==> src/rtl/fetch_admin.sv <==
// fetch_admin: owns the fetch PC and turns 16-byte I-cache blocks plus predictor hints
// into one-cycle instruction-buffer deliveries, discarding responses made stale by redirects.
module fetch_admin #(
  parameter logic [63:0] RESET_PC    = 64'h8000_0000,
  parameter int          BLOCK_BYTES = 16
) (
  input  logic         clock,
  input  logic         reset,
  input  logic         fetch_inst,
  input  logic         redirect_valid,
  input  logic [63:0]  redirect_target,
  output logic         ic_req_valid,
  input  logic         ic_req_ready,
  output logic [63:0]  ic_req_addr,
  input  logic         ic_resp_valid,
  input  logic [127:0] ic_resp_data,
  input  logic [3:0]   bp_predicttaken,
  input  logic [127:0] bp_predicttarget,
  output logic [127:0] admin2ib_instr,
  output logic [3:0]   admin2ib_instr_valid,
  output logic [3:0]   admin2ib_predicttaken,
  output logic [127:0] admin2ib_predicttarget,
  output logic [63:0]  pc
);
  typedef enum logic [1:0] {IDLE, REQ, WAIT, DRAIN} state_t;
  localparam logic [63:0] BLK = 64'(BLOCK_BYTES);
  state_t        state_q;
  logic          pending_q;
  logic [63:0]   fetch_pc_q, blk_pc, npc_d;
  logic [3:0]    base_m, hit, mask_d, valid_q, taken_q;
  logic [1:0]    t;
  logic [31:0]   tgt;
  logic [127:0]  instr_q, target_q;
  logic [63:0]   pc_q;
  assign blk_pc = fetch_pc_q & ~(BLK - 64'd1);
  // Slots before the entry offset are never valid; the first taken slot ends the block.
  always_comb begin
    base_m = 4'b1111 << fetch_pc_q[3:2];
    hit    = base_m & bp_predicttaken;
    t      = hit[0] ? 2'd0 : hit[1] ? 2'd1 : hit[2] ? 2'd2 : 2'd3;
    tgt    = bp_predicttarget[32*t +: 32];
    mask_d = |hit ? base_m & 4'((5'd2 << t) - 5'd1) : base_m;
    npc_d  = |hit ? {32'b0, tgt} : blk_pc + BLK;
  end
  always_ff @(posedge clock or posedge reset) begin
    if (reset) begin
      state_q    <= IDLE;
      pending_q  <= 1'b1;
      fetch_pc_q <= RESET_PC;
      valid_q    <= '0;
      taken_q    <= '0;
      instr_q    <= '0;
      target_q   <= '0;
      pc_q       <= RESET_PC & ~(BLK - 64'd1);
    end else begin
      valid_q <= '0;
      if (redirect_valid) begin
        fetch_pc_q <= redirect_target;
        pending_q  <= 1'b1;
        // An accepted-but-unanswered request still owes a response that must be swallowed.
        state_q <= ((state_q == REQ && ic_req_ready) ||
                    ((state_q == WAIT || state_q == DRAIN) && !ic_resp_valid)) ? DRAIN : IDLE;
      end else begin
        if (fetch_inst) pending_q <= 1'b1;
        case (state_q)
          IDLE: if (pending_q || fetch_inst) begin
            state_q   <= REQ;
            pending_q <= 1'b0;
          end
          REQ:  if (ic_req_ready) state_q <= WAIT;
          WAIT: if (ic_resp_valid) begin
            valid_q    <= mask_d;
            taken_q    <= bp_predicttaken & mask_d;
            instr_q    <= ic_resp_data;
            target_q   <= bp_predicttarget;
            pc_q       <= blk_pc;
            fetch_pc_q <= npc_d;
            state_q    <= IDLE;
          end
          DRAIN: if (ic_resp_valid) state_q <= IDLE;
          default: state_q <= IDLE;
        endcase
      end
    end
  end
  assign ic_req_valid           = state_q == REQ;
  assign ic_req_addr            = blk_pc;
  assign admin2ib_instr         = instr_q;
  assign admin2ib_instr_valid   = valid_q;
  assign admin2ib_predicttaken  = taken_q;
  assign admin2ib_predicttarget = target_q;
  assign pc                     = pc_q;
endmodule
==> config.mk <==
export PLATFORM = sky130hd
export DESIGN_NAME = fetch_admin
export DESIGN_NICKNAME = d
export VERILOG_FILES = /design/src/rtl/fetch_admin.sv
export SDC_FILE = /design/constraint.sdc
export NUM_CORES = 1
export LEC_CHECK = 0
export CORE_AREA = 2 2 282 284
export CTS_CLUSTER_SIZE = 25
export DETAILED_ROUTE_END_ITERATION = 16
export DIE_AREA = 0 0 284 286
export PLACE_DENSITY = 0.52
export SLEW_MARGIN = 25
export SYNTH_ARGS = -nofsm -noshare
export SYNTH_HDL_FRONTEND = slang
export SYNTH_SLANG_ARGS = --single-unit
==> constraint.sdc <==
create_clock -name clock -period 12.3 [get_ports clock]
set_input_delay 1.23 -clock clock [delete_from_list [all_inputs] [get_ports clock]]
set_output_delay 1.23 -clock clock [all_outputs]
set_load 0.005 [all_outputs]
# After elaboration in Yosys (flattened, before gate mapping)
# Index checks and enable logic that the tools add are counted.
dict set report word_totals {
  reg_bits 391
  mem_bits_ro 0
  mem_bits_rw 0
  latchBits 0
  elab_cells 58
  n_memories 0
}
dict set report op_classes {
  bitwise_logic 4
  n_mux 21
  n_mul 0
  n_eq_ne 6
  reduce_logical 14
  add_sub_neg 2
  n_div 0
  shift 3
  n_lt_le_gt_ge 0
}
# cell count
set op_table {}
lappend op_table {{two-way mux 64 bit} 4}
lappend op_table {{variable part select 128 x 8 -> 32 bit} 1}
lappend op_table {{adder 64 x 5 -> 64 bit, second input constant} 1}
lappend op_table {{two-way mux 4 bit} 4}
lappend op_table {{two-way mux 2 bit} 7}
lappend op_table {{AND 4 bit} 3}
lappend op_table {{case mux 2 bit (3 select lines)} 1}
lappend op_table {{AND reduction 3 bit} 2}
lappend op_table {{two-way mux 1 bit} 5}
lappend op_table {{equality test 2 bit, second input constant} 2}
lappend op_table {{nonzero test 2 bit} 2}
lappend op_table {{OR reduction 4 bit} 1}
lappend op_table {{<< shifter 2 x 2 -> 4 bit, first input constant} 1}
lappend op_table {{<< shifter 4 x 2 -> 4 bit, first input constant} 1}
lappend op_table {{subtractor 4 x 1 -> 4 bit, second input constant} 1}
lappend op_table {{logical OR 1 bit} 3}
lappend op_table {{inequality test 3 x 1 -> 1 bit, second input constant} 1}
lappend op_table {{inequality test 3 x 2 -> 1 bit, second input constant} 1}
lappend op_table {{inequality test 3 bit, second input constant} 1}
lappend op_table {{equality test 2 x 1 -> 1 bit, second input constant} 1}
lappend op_table {{logical AND 1 bit} 2}
lappend op_table {{logical NOT 2 bit} 1}
lappend op_table {{AND reduction 2 bit} 1}
lappend op_table {{OR reduction 2 bit} 1}
lappend op_table {{2 further kinds} 2}

# Longest topological paths before layout
dict set report depth {
  word_depth 12
  ltp_mapped 9
  depth_no_buf 7
}

# Worst setup path after synthesis
# OpenSTA, ideal clock, no wires.
dict set report synth_timing {
  path_type {in2reg}
  start {input bp_predicttaken[1]}
  end {register fetch_pc_q[24]}
  path_slack_ns 9.327
  required_time_ns 12.174
  path_stages 7
  arrival_ns 2.847
  path_cell_list {clkbuf_1 > o21bai_1 > nand2b_1 > nor3_1 > buf_2 > o21ai_0 > a221o_1}
}
dict set report synth_via {
  elab_chain_cells 8
  word_cells_on_any_way 9
  cone_classes {shift: 1; mux: 6; bitwise: 1; reduce/logical: 1}
}
# item line
set synth_lines {}
lappend synth_lines {{from (decl)} 17} ;# input logic [3:0] bp_predicttaken,
lappend synth_lines {{AND 4 bit (*)} 39} ;# hit = base_m & bp_predicttaken;
lappend synth_lines {{two-way mux 2 bit (2 in a row)} 40} ;# t = hit[0] ? 2'd0 : hit[1] ? 2'd1 : hit[2] ? 2'd2 : 2'd3;
lappend synth_lines {{variable part select 128 x 8 -> 32 bit} 41} ;# tgt = bp_predicttarget[32*t +: 32];
lappend synth_lines {{two-way mux 64 bit (*)} 43} ;# npc_d = |hit ? {32'b0, tgt} : blk_pc + BLK;
lappend synth_lines {{two-way mux 64 bit (*)} 71} ;# WAIT: if (ic_resp_valid) begin
lappend synth_lines {{two-way mux 64 bit (*)} 65} ;# case (state_q)
lappend synth_lines {{two-way mux 64 bit (*)} 57} ;# if (redirect_valid) begin
lappend synth_lines {{to (signal assigned)} 58} ;# fetch_pc_q <= redirect_target;
lappend synth_lines {{to (signal assigned)} 77} ;# fetch_pc_q <= npc_d;
lappend synth_lines {{to (decl)} 29} ;# logic [63:0] fetch_pc_q, blk_pc, npc_d;
# Mark *: on every way between the ends. The rest lies on a longest branch, timed or not. The select of a mux whose other input is x is not followed.
# A chain may end at the register's enable or synchronous reset.

# Worst setup path after layout
dict set report layout_timing {
  start {input ic_resp_valid}
  end {register instr_q[10], in the netlist admin2ib_instr[10]}
}
dict set report layout_via {
  elab_chain_cells 1
}
# item line
set layout_lines {}
lappend layout_lines {{from (decl)} 15} ;# input logic ic_resp_valid,
lappend layout_lines {{AND reduction 3 bit (no source line)} --}
lappend layout_lines {{to (signal assigned)} 74} ;# instr_q <= ic_resp_data;
lappend layout_lines {{to (decl)} 33} ;# logic [127:0] instr_q, target_q;
# No other way between the ends.

==> key figures <==
Clock network
  – Clock buffer count from CTS: 49
  – CTS Hold Bufs: 0
  – CTS tree: built
  – Setup Fix Bufs, Post-CTS: 0
  – Deepest clock path buffer count: 3
  – Clock-pin slew on the worst setup and hold paths: 0.06 ns
  – Sink count of the clock tree: 389
  – Root Buffer Master: clkbuf_16
  – H-tree depth: 2
  – Post-cts resize count: 0
  – Worst skew pair latency: 0.60 ns

Synth
  – EDFF count, synth: 0
  – Syn_area_per_cell: 8.35 µm²
  – Library cells used by synthesis: 81
  – Gate count of the mapped netlist: 2185
  – Synth top area share: 52.9%
  – Most used DFF post-synth: dfrtp_1
  – Largest cells by area after synthesis: dfrtp_1 53%, nand2_1 22%, buf_4 2.8%
  – Register area share after synthesis: 53.4%
  – Top-count cell post-synth: nand2_1
  – Post-Syn Area: 0.0183 mm²
  – Async set or reset register ratio after synthesis: 100%
  – Post-synthesis register bit count: 389
  – Area leader, netlist: dfrtp_1
  – Commonest cells post-synth: 1046 x nand2_1, 386 x dfrtp_1, 116 x clkbuf_1
  – Count of warnings emitted by yosys: 0

Timing
  – Layout Skew: 0.0328 ns
  – Total Neg Setup Slack: 0 ns
  – Fin crit share: 35.9%
  – RSZ-0062 raised after global routing: no
  – Slew HR: 31.9%
  – Final Slew Violations: 0
  – F_max: 226 MHz
  – Final Critical Period: 4.42 ns
  – Final hold violation count: 0
  – # setup viols final: 0
  – Slew @ Worst Pin: 1.02 ns
  – Worst setup margin: 7.88 ns

Pwr
  – Leakage power: 12.5 nW
  – Internal power: 4.00 mW
  – Tot Pwr: 6.01 mW
  – Sw power: 2.01 mW
  – P per Cell Area: 218 mW/mm²
  – Max IR drop VDD: 0.000108 V
  – Sw Ratio: 33.5%
  – Combinational cell fraction of total power: 38.7%
  – Sequential share of power: 37.1%
  – Clock power frac: 24.2%

Place
  – Placement Setup Slack: 7.18 ns
  – Post-DP HPWL: 63900 µm
  – RePlAce Congestion: 0.820
  – Port Buf Inserts: 712

Critical path
  – Most common cell on crit path: buf_4
  – CP Data Arrival Time: 4.95 ns
  – Setup crit start kind: input pin
  – Critical path peak fanout: 78
  – Critical path's top delay family: buffers and inverters
  – Setup Crit Path Kind: in -> reg
  – CP max stage delay: 0.79 ns
  – CP Cell Sequence: clkdlybuf4s50_1 -> nand3b_1 -> buf_4 -> nor2_4 -> buf_4 -> buf_4 -> nand2_1 -> nand2_1
  – WP data required: 12.83 ns
  – Worst path bufs/invs: 4
  – CP max stage cell: buf_4
  – CP Capture Type: flip-flop

Global route
  – Initial antenna violation count: 24
  – Largest net degree at the start of global routing: 160
  – Grt met2 use: 33.5%
  – Global-route wire length before repair: 125000 µm
  – Met3 Track Usage GR: 6.13%
  – Number of global-route vias before repair: 17700
  – Gr busiest metal: met2
  – Global Route Usage Sum: 20.8%
  – Met1 Use GR: 27.1%
  – Overflow after GRT: 0

Floorplanning
  – Die width: 284 µm
  – Num rows: 103
  – Die area: 0.0812 mm²
  – Initial Util: 23.3%
  – Core area: 0.0784 mm²
  – I/O pins: 723
  – Die Y: 286 µm

Finish
  – Nets: 3116
  – Fraction of layout cells with a size suffix above 1: 4.75%
  – Area grow syn2layout: 51.3%

Route
  – Vias: 17700
  – Drt total wl: 87300 µm
  – DR WL/cell: 22.5 µm
  – Antenna Nets Post-Route: 0
  – DRC: 0
  – Vias/cell: 4.56
  – Number of DRC markers in iteration 0: 1177
  – Drt first pass iters: 5

Status
  – Status: complete, no violations

Flow run
  – Max Cap Viol: 0

Worst hold path
  – HP Class: reg -> reg
[worst reg2reg max path: stages (launching register included)]
cell	delay, ns
dfrtp_1	0.44
nand3b_1	0.18
buf_4	0.26
nor2_4	0.79
buf_4	0.79
buf_4	0.87
nand2_1	0.23
nand2_1	0.09
[final cells by class]
class	instances	area [µm²]
Clock buffer	70	1400
Sequential cell	389	9740
Multi-Input combinational cell	1578	7470
Tap cell	1050	1310
Timing Repair Buffer	740	7370
Fill cell	8357	50700
Clock inverter	15	174
Antenna cell	14	35.0
Inverter	27	109
[layout by cell type, fill, tap and decap left out, drive strengths merged, types with 14 or more instances in the layout]
| cell | count |
|---|---|
| buf | 29 |
| nand4 | 24 |
| nor3 | 24 |
| dfrtp | 386 |
| inv | 29 |
| o21ai | 73 |
| a21oi | 47 |
| nand2 | 1046 |
| clkdlybuf4s50 | 711 |
| clkbuf | 70 |
| a31oi | 14 |
| nand3 | 37 |
| nor2 | 56 |
| o221ai | 19 |
| diode | 14 |
[routing by layer]
layer | vias to the layer above | share of wire [%]
li1 | 8343 | -
met1 | 8529 | 43
met2 | 685 | 47
met3 | 134 | 8.0
met4 | 18 | 2.3
met5 | - | 0.14
[metrics by stage]
step           instance area, µm²  utilization [%]  instances  hold slack (ns)
6_report                    27600             35.2       3883            0.466
5_1_grt                     27600             35.2       3880            0.485
4_1_cts                     27600             35.2       3869            0.469
3_5_place_dp                26000             33.2       3784            0.458
3_3_place_gp                26000             33.2       3784            0.446
2_1_floorplan               18300                -       2192            0.448
[flip-flops by register name (all words and copies together) (netlist names)]
signal and cells:
admin2ib_instr 128, admin2ib_predicttarget 128, fetch_pc_q 62, pc 60
admin2ib_instr_valid 4, admin2ib_predicttaken 4, state_q 2, pending_q 1
[logic make-up after synthesis]
family / after synthesis / synth area share [%]
AND/OR/NAND/NOR: 1254 / 28.1
adder cells (fa/ha/maj): 1 / 0.0685
other: 1 / 0.0205
AO/OA/AOI/OAI: 294 / 11.2
XOR/XNOR: 12 / 0.576
buffers and inverters: 225 / 6.13
multiplexers: 9 / 0.528
flip-flops: 389 / 53.4
[power by group through the flow]
stage / sequential, mW / combinational (mW) / clock [mW]
floorplan: 2.21 / 0.769 / 0
global placement: 2.22 / 2.35 / 0
detailed placement: 2.24 / 2.36 / 0
CTS: 2.23 / 2.37 / 1.49
global route: 2.30 / 2.54 / 1.54
finish: 2.23 / 2.33 / 1.45
[worst paths after layout]
check	startpoint	endpoint	slack, ns	cells past startpoint
worst max-delay path	ic_resp_valid	admin2ib_instr[10]	7.88	8
worst min-delay path	pc[31]	pc[31]	0.47	2
worst max register to register	state_q[0]	admin2ib_instr[10]	8.60	7
worst min register to register	pc[31]	pc[31]	0.47	2
max in group asynchronous	reset	admin2ib_predicttarget[19]	9.70	3
min in group asynchronous	reset	admin2ib_instr[87]	1.22	2
No activity file was read; power rests on OpenSTA's default activity.
